## src/rtl/gray_counter.sv

```systemverilog
// -----------------------------------------------------------------------------
// gray_counter
// Registered up/down Gray-code counter with parallel load and a choice of
// wrap-around or saturating ends. Both the binary count and its Gray
// encoding are presented, together with a per-cycle mask of the Gray bits
// that changed. This makes it usable as a glitch-free pointer source for
// CDC and FIFO logic.
//
// Parameters
//   WIDTH    : counter width in bits (>= 2)
//   SATURATE : 0 = wrap at the ends, 1 = hold at the end value
//   INIT     : binary value taken on reset
//
// Ports
//   clk      in   rising-edge clock
//   rst_n    in   synchronous active-low reset
//   en       in   count enable
//   up       in   direction, 1 = increment, 0 = decrement
//   load     in   parallel load strobe (has priority over en)
//   load_bin in   binary value to load
//   gray     out  Gray code of the current count
//   bin      out  binary count
//   chg      out  gray XOR previous gray
//   wrap     out  one-cycle pulse on roll-over in either direction
//   at_end   out  count sits at the end of the range in the current direction
// -----------------------------------------------------------------------------
module gray_counter #(
   parameter int unsigned WIDTH    = 4,
   parameter bit          SATURATE = 1'b0,
   parameter int unsigned INIT     = 0
) (
   input  logic             clk,
   input  logic             rst_n,
   input  logic             en,
   input  logic             up,
   input  logic             load,
   input  logic [WIDTH-1:0] load_bin,
   output logic [WIDTH-1:0] gray,
   output logic [WIDTH-1:0] bin,
   output logic [WIDTH-1:0] chg,
   output logic             wrap,
   output logic             at_end
);

   localparam logic [WIDTH-1:0] INIT_BIN  = WIDTH'(INIT);
   localparam logic [WIDTH-1:0] INIT_GRAY = INIT_BIN ^ (INIT_BIN >> 1);
   localparam logic [WIDTH-1:0] MAX_BIN   = '1;
   localparam logic [WIDTH-1:0] MIN_BIN   = '0;

   logic [WIDTH-1:0] r_bin;
   logic [WIDTH-1:0] r_gray;
   logic [WIDTH-1:0] r_chg;
   logic             r_wrap;
   logic             r_at_end;

   logic [WIDTH-1:0] w_bin_nxt;
   logic [WIDTH-1:0] w_gray_nxt;
   logic [WIDTH-1:0] w_chg_nxt;
   logic             w_wrap_nxt;
   logic             w_at_end_nxt;
   logic             w_at_end_rst;

   // Next-count selection: load beats count, count beats hold.
   always_comb begin
      w_bin_nxt  = r_bin;
      w_wrap_nxt = 1'b0;
      if (load) begin
         w_bin_nxt = load_bin;
      end else if (en) begin
         if (up) begin
            if (r_bin == MAX_BIN) begin
               // At the top: either roll over or stay put.
               if (!SATURATE) begin
                  w_bin_nxt  = MIN_BIN;
                  w_wrap_nxt = 1'b1;
               end
            end else begin
               w_bin_nxt = r_bin + WIDTH'(1);
            end
         end else begin
            if (r_bin == MIN_BIN) begin
               if (!SATURATE) begin
                  w_bin_nxt  = MAX_BIN;
                  w_wrap_nxt = 1'b1;
               end
            end else begin
               w_bin_nxt = r_bin - WIDTH'(1);
            end
         end
      end
      w_gray_nxt   = w_bin_nxt ^ (w_bin_nxt >> 1);
      // Hold and saturation leave gray unchanged, so the mask is zero there.
      w_chg_nxt    = r_gray ^ w_gray_nxt;
      w_at_end_nxt = up ? (w_bin_nxt == MAX_BIN) : (w_bin_nxt == MIN_BIN);
      w_at_end_rst = up ? (INIT_BIN == MAX_BIN) : (INIT_BIN == MIN_BIN);
   end

   // State and output registers with synchronous reset.
   always_ff @(posedge clk) begin
      if (!rst_n) begin
         r_bin    <= INIT_BIN;
         r_gray   <= INIT_GRAY;
         r_chg    <= '0;
         r_wrap   <= 1'b0;
         r_at_end <= w_at_end_rst;
      end else begin
         r_bin    <= w_bin_nxt;
         r_gray   <= w_gray_nxt;
         r_chg    <= w_chg_nxt;
         r_wrap   <= w_wrap_nxt;
         r_at_end <= w_at_end_nxt;
      end
   end

   assign bin    = r_bin;
   assign gray   = r_gray;
   assign chg    = r_chg;
   assign wrap   = r_wrap;
   assign at_end = r_at_end;

   // Gray output must always be the encoding of the binary count.
   a_gray_matches_bin: assert property (@(posedge clk) disable iff (!rst_n)
      r_gray == (r_bin ^ (r_bin >> 1)));

endmodule

```

## config.mk

```make
export PLATFORM = sky130hd
export DESIGN_NAME = gray_counter
export DESIGN_NICKNAME = d
export VERILOG_FILES = /design/src/rtl/gray_counter.sv
export SDC_FILE = /design/constraint.sdc
export NUM_CORES = 1
export LEC_CHECK = 0
export BUFFER_PORTS_ARGS = -buffer_cell sky130_fd_sc_hd__buf_4
export CAP_MARGIN = 20
export CORE_MARGIN = 10
export CORE_UTILIZATION = 26
export CTS_BUF_LIST = sky130_fd_sc_hd__clkbuf_16
export CTS_CLUSTER_DIAMETER = 120
export DETAILED_ROUTE_END_ITERATION = 6
export PLACE_DENSITY = 0.47
export SYNTH_ARGS = -nofsm -noshare
export SYNTH_HDL_FRONTEND = slang
export SYNTH_SLANG_ARGS = --single-unit
export TNS_END_PERCENT = 20
```

## constraint.sdc

```tcl
create_clock -name clk -period 3.85 [get_ports clk]
set_clock_uncertainty 0.15 [all_clocks]
set_input_delay 1.155 -clock clk [delete_from_list [all_inputs] [get_ports clk]]
set_output_delay 1.155 -clock clk [all_outputs]
set_load 0.1 [all_outputs]
```

# [Yosys cells after proc, flatten, opt, wreduce, memory -nomap -nowiden]
# Cells that the tools add are included.
[totals] register_bits=14 latchBits=0 mem_bits_rw=0 mem_bits_ro=0 input_bits=9 output_inout_bits=14 n_memories=0
[classes] n_addsub=2 n_mul=0 div_mod_pow=0 n_lt_le_gt_ge=0 eq_ne=2 n_shift=0 mux=11 bitwise=4 n_reduce_logical=3
[op_table] operator="two-way mux 4 bit" n=5
[op_table] operator="equality test 4 bit (second input constant)" n=2
[op_table] operator="logical NOT 4 bit" n=2
[op_table] operator="two-way mux 1 bit" n=6
[op_table] operator="adder 4 x 1 -> 4 bit (second input constant)" n=1
[op_table] operator="subtractor 4 x 1 -> 4 bit (second input constant)" n=1
[op_table] operator="bitwise XOR 4 x 3 -> 4 bit" n=1
[op_table] operator="bitwise XOR 4 bit" n=1
[op_table] operator="OR reduction 3 bit" n=1
[op_table] operator="inverter 1 bit" n=2

# [Logic depth before layout (Yosys ltp)]
[logic_depth] ltp_word=8 mapped_depth=10 mapped_depth_nobuf=10

# [Worst setup path after synthesis]
# OpenSTA, ideal clock, no wires.
[synth_timing] kind="input-to-reg" start="input up" end="register r_chg[0], in the netlist chg[0]" setup_ns=0.115 t_arrival_ns=2.829 slack_ns=0.756 cell_stages=8 path_buffers=1 path_cell_list="buf_2 > nor4b_1 > nor2_1 > a21boi_0 > o31ai_1 > ha_1 > xor2_1 > and2_1"
[synth_between] elab_chain_len=5
[synth_rtl] item="start: declaration" line="35" text="input logic up,"
[synth_rtl] item="two-way mux 4 bit" line="70" text="if (up) begin"
[synth_rtl] item="two-way mux 4 bit" line="69" text="end else if (en) begin"
[synth_rtl] item="two-way mux 4 bit" line="67" text="if (load) begin"
[synth_rtl] item="bitwise XOR 4 x 3 -> 4 bit" line="91" text="w_gray_nxt = w_bin_nxt ^ (w_bin_nxt >> 1);"
[synth_rtl] item="via w_gray_nxt[0]" line="57" text="logic [WIDTH-1:0] w_gray_nxt;"
[synth_rtl] item="bitwise XOR 4 bit" line="93" text="w_chg_nxt = r_gray ^ w_gray_nxt;"
[synth_rtl] item="end signal: assignment" line="109" text="r_chg <= w_chg_nxt;"
[synth_rtl] item="end: declaration" line="52" text="logic [WIDTH-1:0] r_chg;"
# The timed path passes the listed nets, and every way through them passes these cells.
# A chain may end at the register's enable or synchronous reset.

# [Worst setup path after layout]
# Ends and elaborated chain as after synthesis.

==> reports/metrics.yaml <==
drive_gt1_frac: 0.280
cts_buffers: 3
vdd_drop_max_mv: 0.336
io_buffer_count: 22
cts_tree: "yes"
grt.met1_usage: 0.0777
routed_wl_um: 1670
fin_crit_ns: 2.98
grt.busiest_layer: "met2"
combinationalPowerShare: 0.400
worst-r2r-setup-slack_ns: 1.29
nets: 114
clock_latency_ns: 0.24
worstSetupStartpointType: "primary input"
status: "finished, final reports clean"
intPower_w: 0.000352
routedWlPerCell_um: 12.8
die_h_um: 72.7
setup.worst_path.class: "primary input to register"
grt_pass1_vias: 609
synth.avg_cell_area_um2: 9.27
dieArea_um2: 5290
die_x_um: 72.7
grt_usage: 0.0666
hold_start: "gray[1]"
viasPerCell: 4.52
p_seq_frac: 0.277
max-cap-violations: 0
end_kind: "register"
drt_pass1_iterations: 4
antenna_cells: 0
cts_resized: 0
drc: 0
power_density_nw_per_um2: 611
critPathArrivalTime_ns: 2.97
ant_nets: 0
fin_ws_ns: 0.866
cp_max_fo: 9
htreeDepth: 1
fmax_mhz: 335
whs_path_depth: 2
ioPinCount: 23
clk_pin_slew_ns: 0.05
synthCells: 78
slew_violations: 0
worstPathRequired_ns: 3.83
worst_slew_pin_slew_ns: 0.438
synth-edff-count: 0
hp-class: "register to register"
synthFlopType: "dfxtp_1"
cts_num_sinks: 13
synthToLayoutAreaGrowth_pct: 35.3
cp-startpoint: "up"
dp_hpwl_um: 1310
hold_viol_final: 0
grt_max_degree: 17
syn-num-nets: 91
syn_area_um2: 723
cts_root_buf: "clkbuf_16"
reg2reg_to: "chg[0]"
finalCritPeriodShare: 0.775
vias: 592
pre_cts_ws_ns: 0.646
antenna_found_initial: 0
rsz0062_at_grt: "no"
totalNegativeSetupSlack_ns: 0
ctsHoldBuffers: 0
r2r_start: "bin[0]"
min_to: "chg[1]"
yosys_warnings: 0
reg2reg_depth: 9
initial_core_util: 0.267
grtUsageMet3: 0.0340
use_met2: 0.0992
drt_iter0_drc: 16
yosysSeqAreaShare: 0.360
power.switching_w: 0.000246
synth_cell_types: 29
setup_viol: 0
std_cell_rows: 19
slew_headroom: 0.706
post_cts_buffers: 0
leakagePower_nw: 0.456
fin_util: 0.361
grt_first_pass_wirelength_um: 2880
grt_overflow: 0
clk_path_buf_depth: 2
switching_share: 0.411
postSynth.asyncResetShare: 0
gp_congestion: 0.844
power.share.clock: 0.323
ys_ff_latch: 13
core_area_um2: 2710
==> sequential cells by signal (all words and copies together) (netlist names) <==
| signal | count |
|---|---|
| at_end | 1 |
| bin | 4 |
| chg | 4 |
| gray | 3 |
| wrap | 1 |
==> through the flow <==
step                      hold slack (ns)  total power [W]  instance area (um^2)  cells
final                               0.325         0.000598                   978    131
after global routing                0.338         0.000625                   978    131
after CTS                           0.327         0.000606                   978    131
after detailed placement            0.322         0.000409                   900    127
after global placement              0.301         0.000410                   900    127
after floorplan                     0.736         0.000361                   723     78
==> cells in the final DEF (no fill, tap or decap) <==
cell type  count
o31ai_1        1
dfxtp_1       13
a32o_1         1
and4b_1        1
nor4b_1        1
clkbuf_16      3
buf_4         22
inv_1          7
a311o_1        1
o21a_1         1
mux2i_1        5
ha_1           4
o21ai_0        2
nor3_1         2
a21boi_0       1
xor2_1         3
nor2_1         5
nand2_1        5
nor2b_1        3
and2_1         8
a21o_4         1
o41ai_2        1
xnor2_1        2
or3_1          1
nand4_1        2
a31oi_2        1
nand2b_1       3
==> worst max path at each step <==
stage,depth (start not counted),slack (ns),endpoint
floorplan,8,0.76,chg[0]
global placement,8,0.70,chg[0]
detailed placement,8,0.65,chg[0]
CTS,8,0.89,chg[0]
global route,8,0.75,chg[0]
finish,8,0.87,chg[0]
==> layer usage <==
| metal | vias to the layer above | part of all wire | routed length, um |
|---|---|---|---|
| li1 | 307 | - | - |
| met1 | 274 | 0.43 | 714 |
| met4 | 0 | 0 | 0 |
| met5 | - | 0 | 0 |
| met3 | 0 | 0.086 | 143 |
| met2 | 11 | 0.49 | 813 |
==> kinds of logic (layout without fill, tap and decap cells) <==
group                    Yosys count  after routing  synth area share
AO/OA/AOI/OAI                     10             10             0.133
AND/OR/NAND/NOR                   31             31             0.239
XOR/XNOR                           5              5            0.0606
buffers and inverters             10             32            0.0692
multiplexers                       5              5            0.0692
adder cells (fa/ha/maj)            4              4            0.0692
flip-flops                        13             13             0.360
==> Yosys cell counts, types with 2 or more instances <==
master	instances	share of area
nand2_1	5	0.026
nand2b_1	3	0.026
o21ai_0	2	0.014
ha_1	4	0.069
and2_1	8	0.069
nor3_1	2	0.014
nor2_1	5	0.026
dfxtp_1	13	0.36
xnor2_1	2	0.024
nor2b_1	3	0.026
inv_1	6	0.031
nand4_1	2	0.017
xor2_1	3	0.036
mux2i_1	5	0.069
==> critical path, stage by stage <==
cell	delay [ns]
buf_4	0.15
nor4b_1	0.37
nor2_1	0.09
a21boi_0	0.14
o31ai_1	0.42
ha_1	0.34
xor2_1	0.16
and2_1	0.14
==> layout make-up <==
class / count / area [um^2]
tap: 31 / 38.8
fill: 298 / 1730
multi-input combinational: 55 / 413
inverter: 6 / 22.5
timing repair buffer: 22 / 165
clock buffer: 3 / 75.1
sequential: 13 / 260
clock inverter: 1 / 3.75
==> power groups by stage <==
stage,clock network (W),logic [W],registers (W)
floorplan,0,0.0000699,0.000291
global placement,0,0.000241,0.000168
detailed placement,0,0.000241,0.000168
CTS,0.000198,0.000241,0.000166
global route,0.000203,0.000253,0.000169
finish,0.000193,0.000239,0.000166
Note: power is estimated with default switching activity, not from simulation.
